## src/rtl/alu_pkg.sv

```systemverilog
// Shared constants for the bit-serial ALU sequencer: operation code width,
// FSM state encoding and the named operation codes used by requesters.
package alu_pkg;

  localparam int OPER_W = 3;

  localparam logic [1:0] ST_IDLE  = 2'd0;
  localparam logic [1:0] ST_SHIFT = 2'd1;
  localparam logic [1:0] ST_DONE  = 2'd2;

  localparam logic [OPER_W-1:0] OPER_ADD = 3'b000;
  localparam logic [OPER_W-1:0] OPER_AND = 3'b001;
  localparam logic [OPER_W-1:0] OPER_OR  = 3'b010;
  localparam logic [OPER_W-1:0] OPER_XOR = 3'b011;

endpackage

```

## src/rtl/alu_bit_sr.sv

```systemverilog
// Parallel-load, shift-right register with serial input at the MSB and the
// LSB presented as serial output. Load has priority over shift.
module alu_bit_sr #(
  parameter int WIDTH = 8
) (
  input  logic             clk,
  input  logic             rst,
  input  logic             i_load,
  input  logic [WIDTH-1:0] i_load_data,
  input  logic             i_shift,
  input  logic             i_sin,
  output logic [WIDTH-1:0] o_q,
  output logic             o_sout
);

  logic [WIDTH-1:0] r_q;

  always_ff @(posedge clk or posedge rst) begin
    if (rst) begin
      r_q <= '0;
    end else if (i_load) begin
      r_q <= i_load_data;
    end else if (i_shift) begin
      r_q <= {i_sin, r_q[WIDTH-1:1]};
    end
  end

  assign o_q    = r_q;
  assign o_sout = r_q[0];

endmodule

```

## src/rtl/alu_serial_seq.sv

```systemverilog
// Bit-serial sequencer around a 1-bit ALU slice: LSB-first operand feed,
// carry fed back, sum bits assembled into a parallel result.
// Optional macro ALU_SEQ_ZERO_FLAG_EN adds a registered 'zero' output.
module alu_serial_seq
  import alu_pkg::*;
#(
  parameter int WIDTH  = 8,
  parameter int OPER_W = alu_pkg::OPER_W
) (
  input  logic              clk,
  input  logic              rst,
  input  logic              start,
  input  logic [OPER_W-1:0] oper,
  input  logic [WIDTH-1:0]  a,
  input  logic [WIDTH-1:0]  b,
  input  logic              c_in,
  output logic              busy,
  output logic              done,
  output logic [WIDTH-1:0]  result,
  output logic              c_out,
  output logic [OPER_W-1:0] alu_oper,
  output logic              alu_a,
  output logic              alu_b,
  output logic              alu_c_in,
  output logic [1:0]        dbg_state,
`ifdef ALU_SEQ_ZERO_FLAG_EN
  output logic              zero,
`endif
  input  logic              alu_sum,
  input  logic              alu_c_out
);

  localparam int CNT_W = $clog2(WIDTH);
  localparam logic [CNT_W-1:0] CNT_LAST = CNT_W'(WIDTH - 1);

  // Handshake: start is only looked at in IDLE; a request seen there is
  // accepted on that edge, anything presented while busy is dropped.
  logic [1:0]        r_state;
  logic [CNT_W-1:0]  r_cnt;
  logic [OPER_W-1:0] r_oper;
  logic              r_cin;
  logic              r_carry;
  logic              r_c_out;

  logic              w_accept;
  logic              w_shift;
  logic              w_last;
  logic [WIDTH-1:0]  w_a_q;
  logic [WIDTH-1:0]  w_b_q;
  logic [WIDTH-1:0]  w_res_q;
  logic              w_a_sout;
  logic              w_b_sout;
  logic              w_res_sout;
  logic              w_unused_taps;

  assign w_accept = (r_state == ST_IDLE) && start;
  assign w_shift  = (r_state == ST_SHIFT);
  assign w_last   = w_shift && (r_cnt == CNT_LAST);

  always_ff @(posedge clk or posedge rst) begin
    if (rst) begin
      r_state <= ST_IDLE;
      r_cnt   <= '0;
      r_oper  <= '0;
      r_cin   <= 1'b0;
      r_carry <= 1'b0;
      r_c_out <= 1'b0;
    end else begin
      case (r_state)
        ST_IDLE: begin
          if (start) begin
            r_state <= ST_SHIFT;
            r_cnt   <= '0;
            r_oper  <= oper;
            r_cin   <= c_in;
          end
        end
        ST_SHIFT: begin
          r_carry <= alu_c_out;
          r_cnt   <= r_cnt + 1'b1;
          if (w_last) begin
            r_state <= ST_DONE;
            r_c_out <= alu_c_out;
          end
        end
        default: begin
          r_state <= ST_IDLE;
        end
      endcase
    end
  end

  alu_bit_sr #(.WIDTH(WIDTH)) u_a_sr (
    .clk         (clk),
    .rst         (rst),
    .i_load      (w_accept),
    .i_load_data (a),
    .i_shift     (w_shift),
    .i_sin       (1'b0),
    .o_q         (w_a_q),
    .o_sout      (w_a_sout)
  );

  alu_bit_sr #(.WIDTH(WIDTH)) u_b_sr (
    .clk         (clk),
    .rst         (rst),
    .i_load      (w_accept),
    .i_load_data (b),
    .i_shift     (w_shift),
    .i_sin       (1'b0),
    .o_q         (w_b_q),
    .o_sout      (w_b_sout)
  );

  // Result is never loaded; after WIDTH shifts every stale bit has been
  // pushed out, so it only changes while SHIFT is running.
  alu_bit_sr #(.WIDTH(WIDTH)) u_res_sr (
    .clk         (clk),
    .rst         (rst),
    .i_load      (1'b0),
    .i_load_data ({WIDTH{1'b0}}),
    .i_shift     (w_shift),
    .i_sin       (alu_sum),
    .o_q         (w_res_q),
    .o_sout      (w_res_sout)
  );

  assign w_unused_taps = ^{w_a_q, w_b_q, w_res_sout};

`ifdef ALU_SEQ_ZERO_FLAG_EN
  logic             r_zero;
  logic [WIDTH-1:0] w_result_next;

  assign w_result_next = {alu_sum, w_res_q[WIDTH-1:1]};

  always_ff @(posedge clk or posedge rst) begin
    if (rst) begin
      r_zero <= 1'b0;
    end else if (w_last) begin
      r_zero <= (w_result_next == '0);
    end
  end

  assign zero = r_zero;
`endif

  // Initial carry applies to bit 0 only; later bits take the fed-back carry.
  assign alu_a     = w_shift & w_a_sout;
  assign alu_b     = w_shift & w_b_sout;
  assign alu_c_in  = w_shift & ((r_cnt == '0) ? r_cin : r_carry);
  assign alu_oper  = r_oper;

  assign busy      = (r_state == ST_SHIFT) || (r_state == ST_DONE);
  assign done      = (r_state == ST_DONE);
  assign result    = w_res_q;
  assign c_out     = r_c_out;
  assign dbg_state = r_state;

endmodule

```

## config.mk

```make
export PLATFORM = sky130hd
export DESIGN_NAME = alu_serial_seq
export DESIGN_NICKNAME = d
export VERILOG_FILES = /design/src/rtl/alu_pkg.sv /design/src/rtl/alu_bit_sr.sv /design/src/rtl/alu_serial_seq.sv
export SDC_FILE = /design/constraint.sdc
export NUM_CORES = 1
export LEC_CHECK = 0
export CAP_MARGIN = 15
export CORE_ASPECT_RATIO = 1.4
export CORE_MARGIN = 2
export CORE_UTILIZATION = 43
export CTS_CLUSTER_SIZE = 14
export DETAILED_ROUTE_END_ITERATION = 12
export GPL_ROUTABILITY_DRIVEN = 0
export PLACE_DENSITY_LB_ADDON = 0.05
export SYNTH_ARGS = -nofsm -noshare
export SYNTH_HDL_FRONTEND = slang
export SYNTH_SLANG_ARGS = --single-unit
export TNS_END_PERCENT = 50
```

## constraint.sdc

```tcl
create_clock -name clk -period 1.64 [get_ports clk]
set_clock_uncertainty 0.15 [all_clocks]
set_input_delay 0.246 -clock clk [delete_from_list [all_inputs] [get_ports clk]]
set_output_delay 0.246 -clock clk [all_outputs]
set_load 0.005 [all_outputs]
```

==> out/metrics.cfg <==
[critical_path]
rr_startpoint=r_cnt[1]$_DFFE_PP0P_
crit_start=r_cnt[1]$_DFFE_PP0P_
ff2ff_path_depth=6
reg2reg_setup_slack_ns=-0.08
critical_path.slowest_cell=dfrtp_1
crit_type=reg2out
crit_fanout=2
cp_slowest_stage_delay_ns=0.40
arrival_ns=1.41
required_ns=1.24
path_cells=inv_2 > ha_4 > nor2b_4 > mux2i_1 > nor2_1 > buf_2
crit_end=alu_c_in
cp-start-kind=flip-flop
reg2reg_to=dbg_state[0]$_DFFE_PP0P_
end_kind=output pin

[detailed_routing]
drc=0
ant_nets=0
drt-total-wl_um=3470
drtPass1Iterations=4
viasPerCell=4.94
wl_per_cell_um=14.0
vias=1220
drtIter0Drc=36

[floorplanning]
coreArea_um2=3680
die_width_um=56.4
io_pins=44
initial_utilization_pct=44.9
placementRows=26
die-area_um2=4360
fp.dieH_um=77.3

[timing]
relSlewSlack_pct=84.9
report.final.slew_viol_count=0
setup_ws_ns=-0.161
max_freq_mhz=555
min_period_over_period_pct=110
period_minus_slack_ns=1.80
setup_violations=4
hold_viol_final=0
worst_pin_slew_ns=0.222
rsz0062_at_grt=true

[power]
power_frac_clock_pct=12.6
swShare_pct=32.2
cellPowerDensity_nw_per_um2=1860
p_comb_share_pct=54.7
power.switching_mw=1.51
p_leak_nw=1.14
pwr-share-seq_pct=32.7
design_power_total_mw=4.67
p_int_mw=3.16
max-vdd-ir-drop_uv=1170

[cells_and_area]
seqCellArea_um2=876
diodes=0
fillers=292
fin_cells=247
syn2layout_area_growth_pct=51.7
drive_gt1_share_pct=35.6
multiInputGateArea_um2=786
layout.nets=236

[logic_synthesis]
synth_top_area_share_pct=53.0
yosys_warnings=0
synth_cells=136
ys_ff_latch=35
synth_top_cell_by_area=dfrtp_1
syn_nets=168
seq_area_frac_synth_pct=53.0
syn-mean-instance-area_um2=12.1
synthTopCellsByArea=dfrtp_1 53%, mux2i_1 9.7%, mux2_2 6.1%, ha_1 5.3%, o21ai_1 4.8%
synth_cell_types=19
synth_area_um2=1650

[global_routing]
met3_usage_pct=4.67
grt.busiest_layer=met2
grt_pass1_vias=1287
antenna_found_initial=0
met1_usage_pct=22.7
grt_use_met2_pct=27.5
grt_pass1_wl_um=5860
gr-total-overflow=0
grt_max_degree=36
track_usage_pct=17.1

[clocking]
insertion_delay_ns=0.28
cts_hold_buf=0
cts.reportedPaths.clkPinSlew_ns=0.07
clock-sinks=35
cts-root-buf=clkbuf_8
cts_max_path_buffers=2
cts_inserted_buffers=5
cts_tree=yes
htreeDepth=2

[status]
violations=setup timing
status=finished, violations left

[placement]
portBuffers=43
dpl.cell_count=233
dp_hpwl_um=2360
pre_cts_ws_ns=-0.173

[worst_hold_path]
hp-class=in2async

[flow_run]
drv_cap=0

-- placed cells by master (no fill, tap or decap), types with 2 or more instances in the layout --
cell type / synthesis / final
clkbuf_1: 0 / 2
o21ai_1: 16 / 16
a21oi_2: 0 / 2
buf_4: 4 / 14
inv_2: 0 / 4
dfrtp_1: 35 / 35
mux2i_1: 16 / 15
clkbuf_8: 0 / 5
buf_2: 0 / 2
ha_4: 0 / 6
and2_4: 0 / 3
buf_6: 4 / 11
nand2_1: 21 / 20
a32o_1: 2 / 2
mux2_2: 9 / 9
clkdlybuf4s50_1: 0 / 36
buf_12: 0 / 3
mux2_4: 5 / 6
-- metal layers --
metal | vias to the layer above | wire (um)
li1 | 592 | -
met1 | 591 | 1460
met2 | 31 | 1810
met3 | 6 | 151
met4 | 0 | 48
met5 | - | 0
-- power groups by stage --
| stage | Sequential [mW] | Combinational [mW] | Clock (mW) |
|---|---|---|---|
| finish | 1.53 | 2.55 | 0.589 |
| global route | 1.58 | 2.81 | 0.659 |
| CTS | 1.53 | 2.37 | 0.615 |
| detailed placement | 1.53 | 2.22 | 0 |
| global placement | 1.50 | 2.17 | 0 |
| floorplan | 1.50 | 1.29 | 0 |
-- critical path: cells and delay by family, from the launching register on --
kind	cells	cell delay [ns]
flip-flops	1	0.40
multiplexers	1	0.20
adder cells (fa/ha/maj)	1	0.12
buffers and inverters	2	0.20
AND/OR/NAND/NOR	2	0.19
-- through the flow --
stage	cell area, um2	setup TNS (ns)	hold WS [ns]	util, %
final	2510	-0.423	0.168	68.2
after global placement	2250	-0.614	0.328	61.1
after detailed placement	2250	-0.742	0.340	61.1
after CTS	2400	-0.397	0.171	65.3
after floorplan	1650	0	0.218	-
after global routing	2510	-0.701	0.177	68.2
-- Yosys cell counts --
library cell / n
mux2_4: 5
mux2_2: 9
nand3_1: 1
a21oi_1: 2
inv_1: 6
and2_1: 3
dfrtp_1: 35
nor2_1: 1
or2b_4: 1
mux2_1: 1
ha_1: 7
buf_6: 4
nand2_1: 21
nor2b_1: 1
mux2i_1: 16
buf_4: 4
a32o_1: 2
o21ai_1: 16
o21ai_2: 1
-- state kept, by name (all words and copies together), names as in the netlist --
register	cells
r_cin	1
r_cnt	3
r_carry	1
u_res_sr.o_q	8
u_b_sr.o_q	8
c_out	1
u_a_sr.o_q	8
alu_oper	3
dbg_state	2
-- what timing repair did --
item                       CTS  global route
buffers inserted             4             3
hold endpoints to repair     0             0
pin swaps                    0             8
gates resized for setup     36            25
setup endpoints to repair   22            31
-- layout make-up --
type / count / area share (%)
clock buffer: 7 / 3.05
clock inverter: 1 / 0.200
inverter: 6 / 1.10
multi-input combinational: 87 / 31.4
sequential: 35 / 34.9
tap: 42 / 2.10
timing repair buffer: 69 / 27.3
-- cell families after synthesis --
kind of cell | count (synthesis) | synth area share [%]
flops | 35 | 53.0
buf+inv | 14 | 5.91
mux | 31 | 21.1
simple gates | 28 | 7.50
fa+ha+maj | 7 | 5.30
compound gates | 21 | 7.20
-- how the worst min path moves through the flow --
| stage | slack (ns) | cells after the start | from | to |
|---|---|---|---|---|
| floorplan | 0.22 | 2 | a[0] | u_a_sr.o_q[0]$_DFFE_PP0P_ |
| global placement | 0.33 | 1 | c_out$_DFFE_PP0P_ | c_out$_DFFE_PP0P_ |
| detailed placement | 0.34 | 1 | c_out$_DFFE_PP0P_ | c_out$_DFFE_PP0P_ |
| CTS | 0.17 | 3 | rst | r_carry$_DFFE_PP0P_ |
| global route | 0.18 | 3 | rst | c_out$_DFFE_PP0P_ |
| finish | 0.17 | 3 | rst | c_out$_DFFE_PP0P_ |
Power figures use the tool's default switching activity.
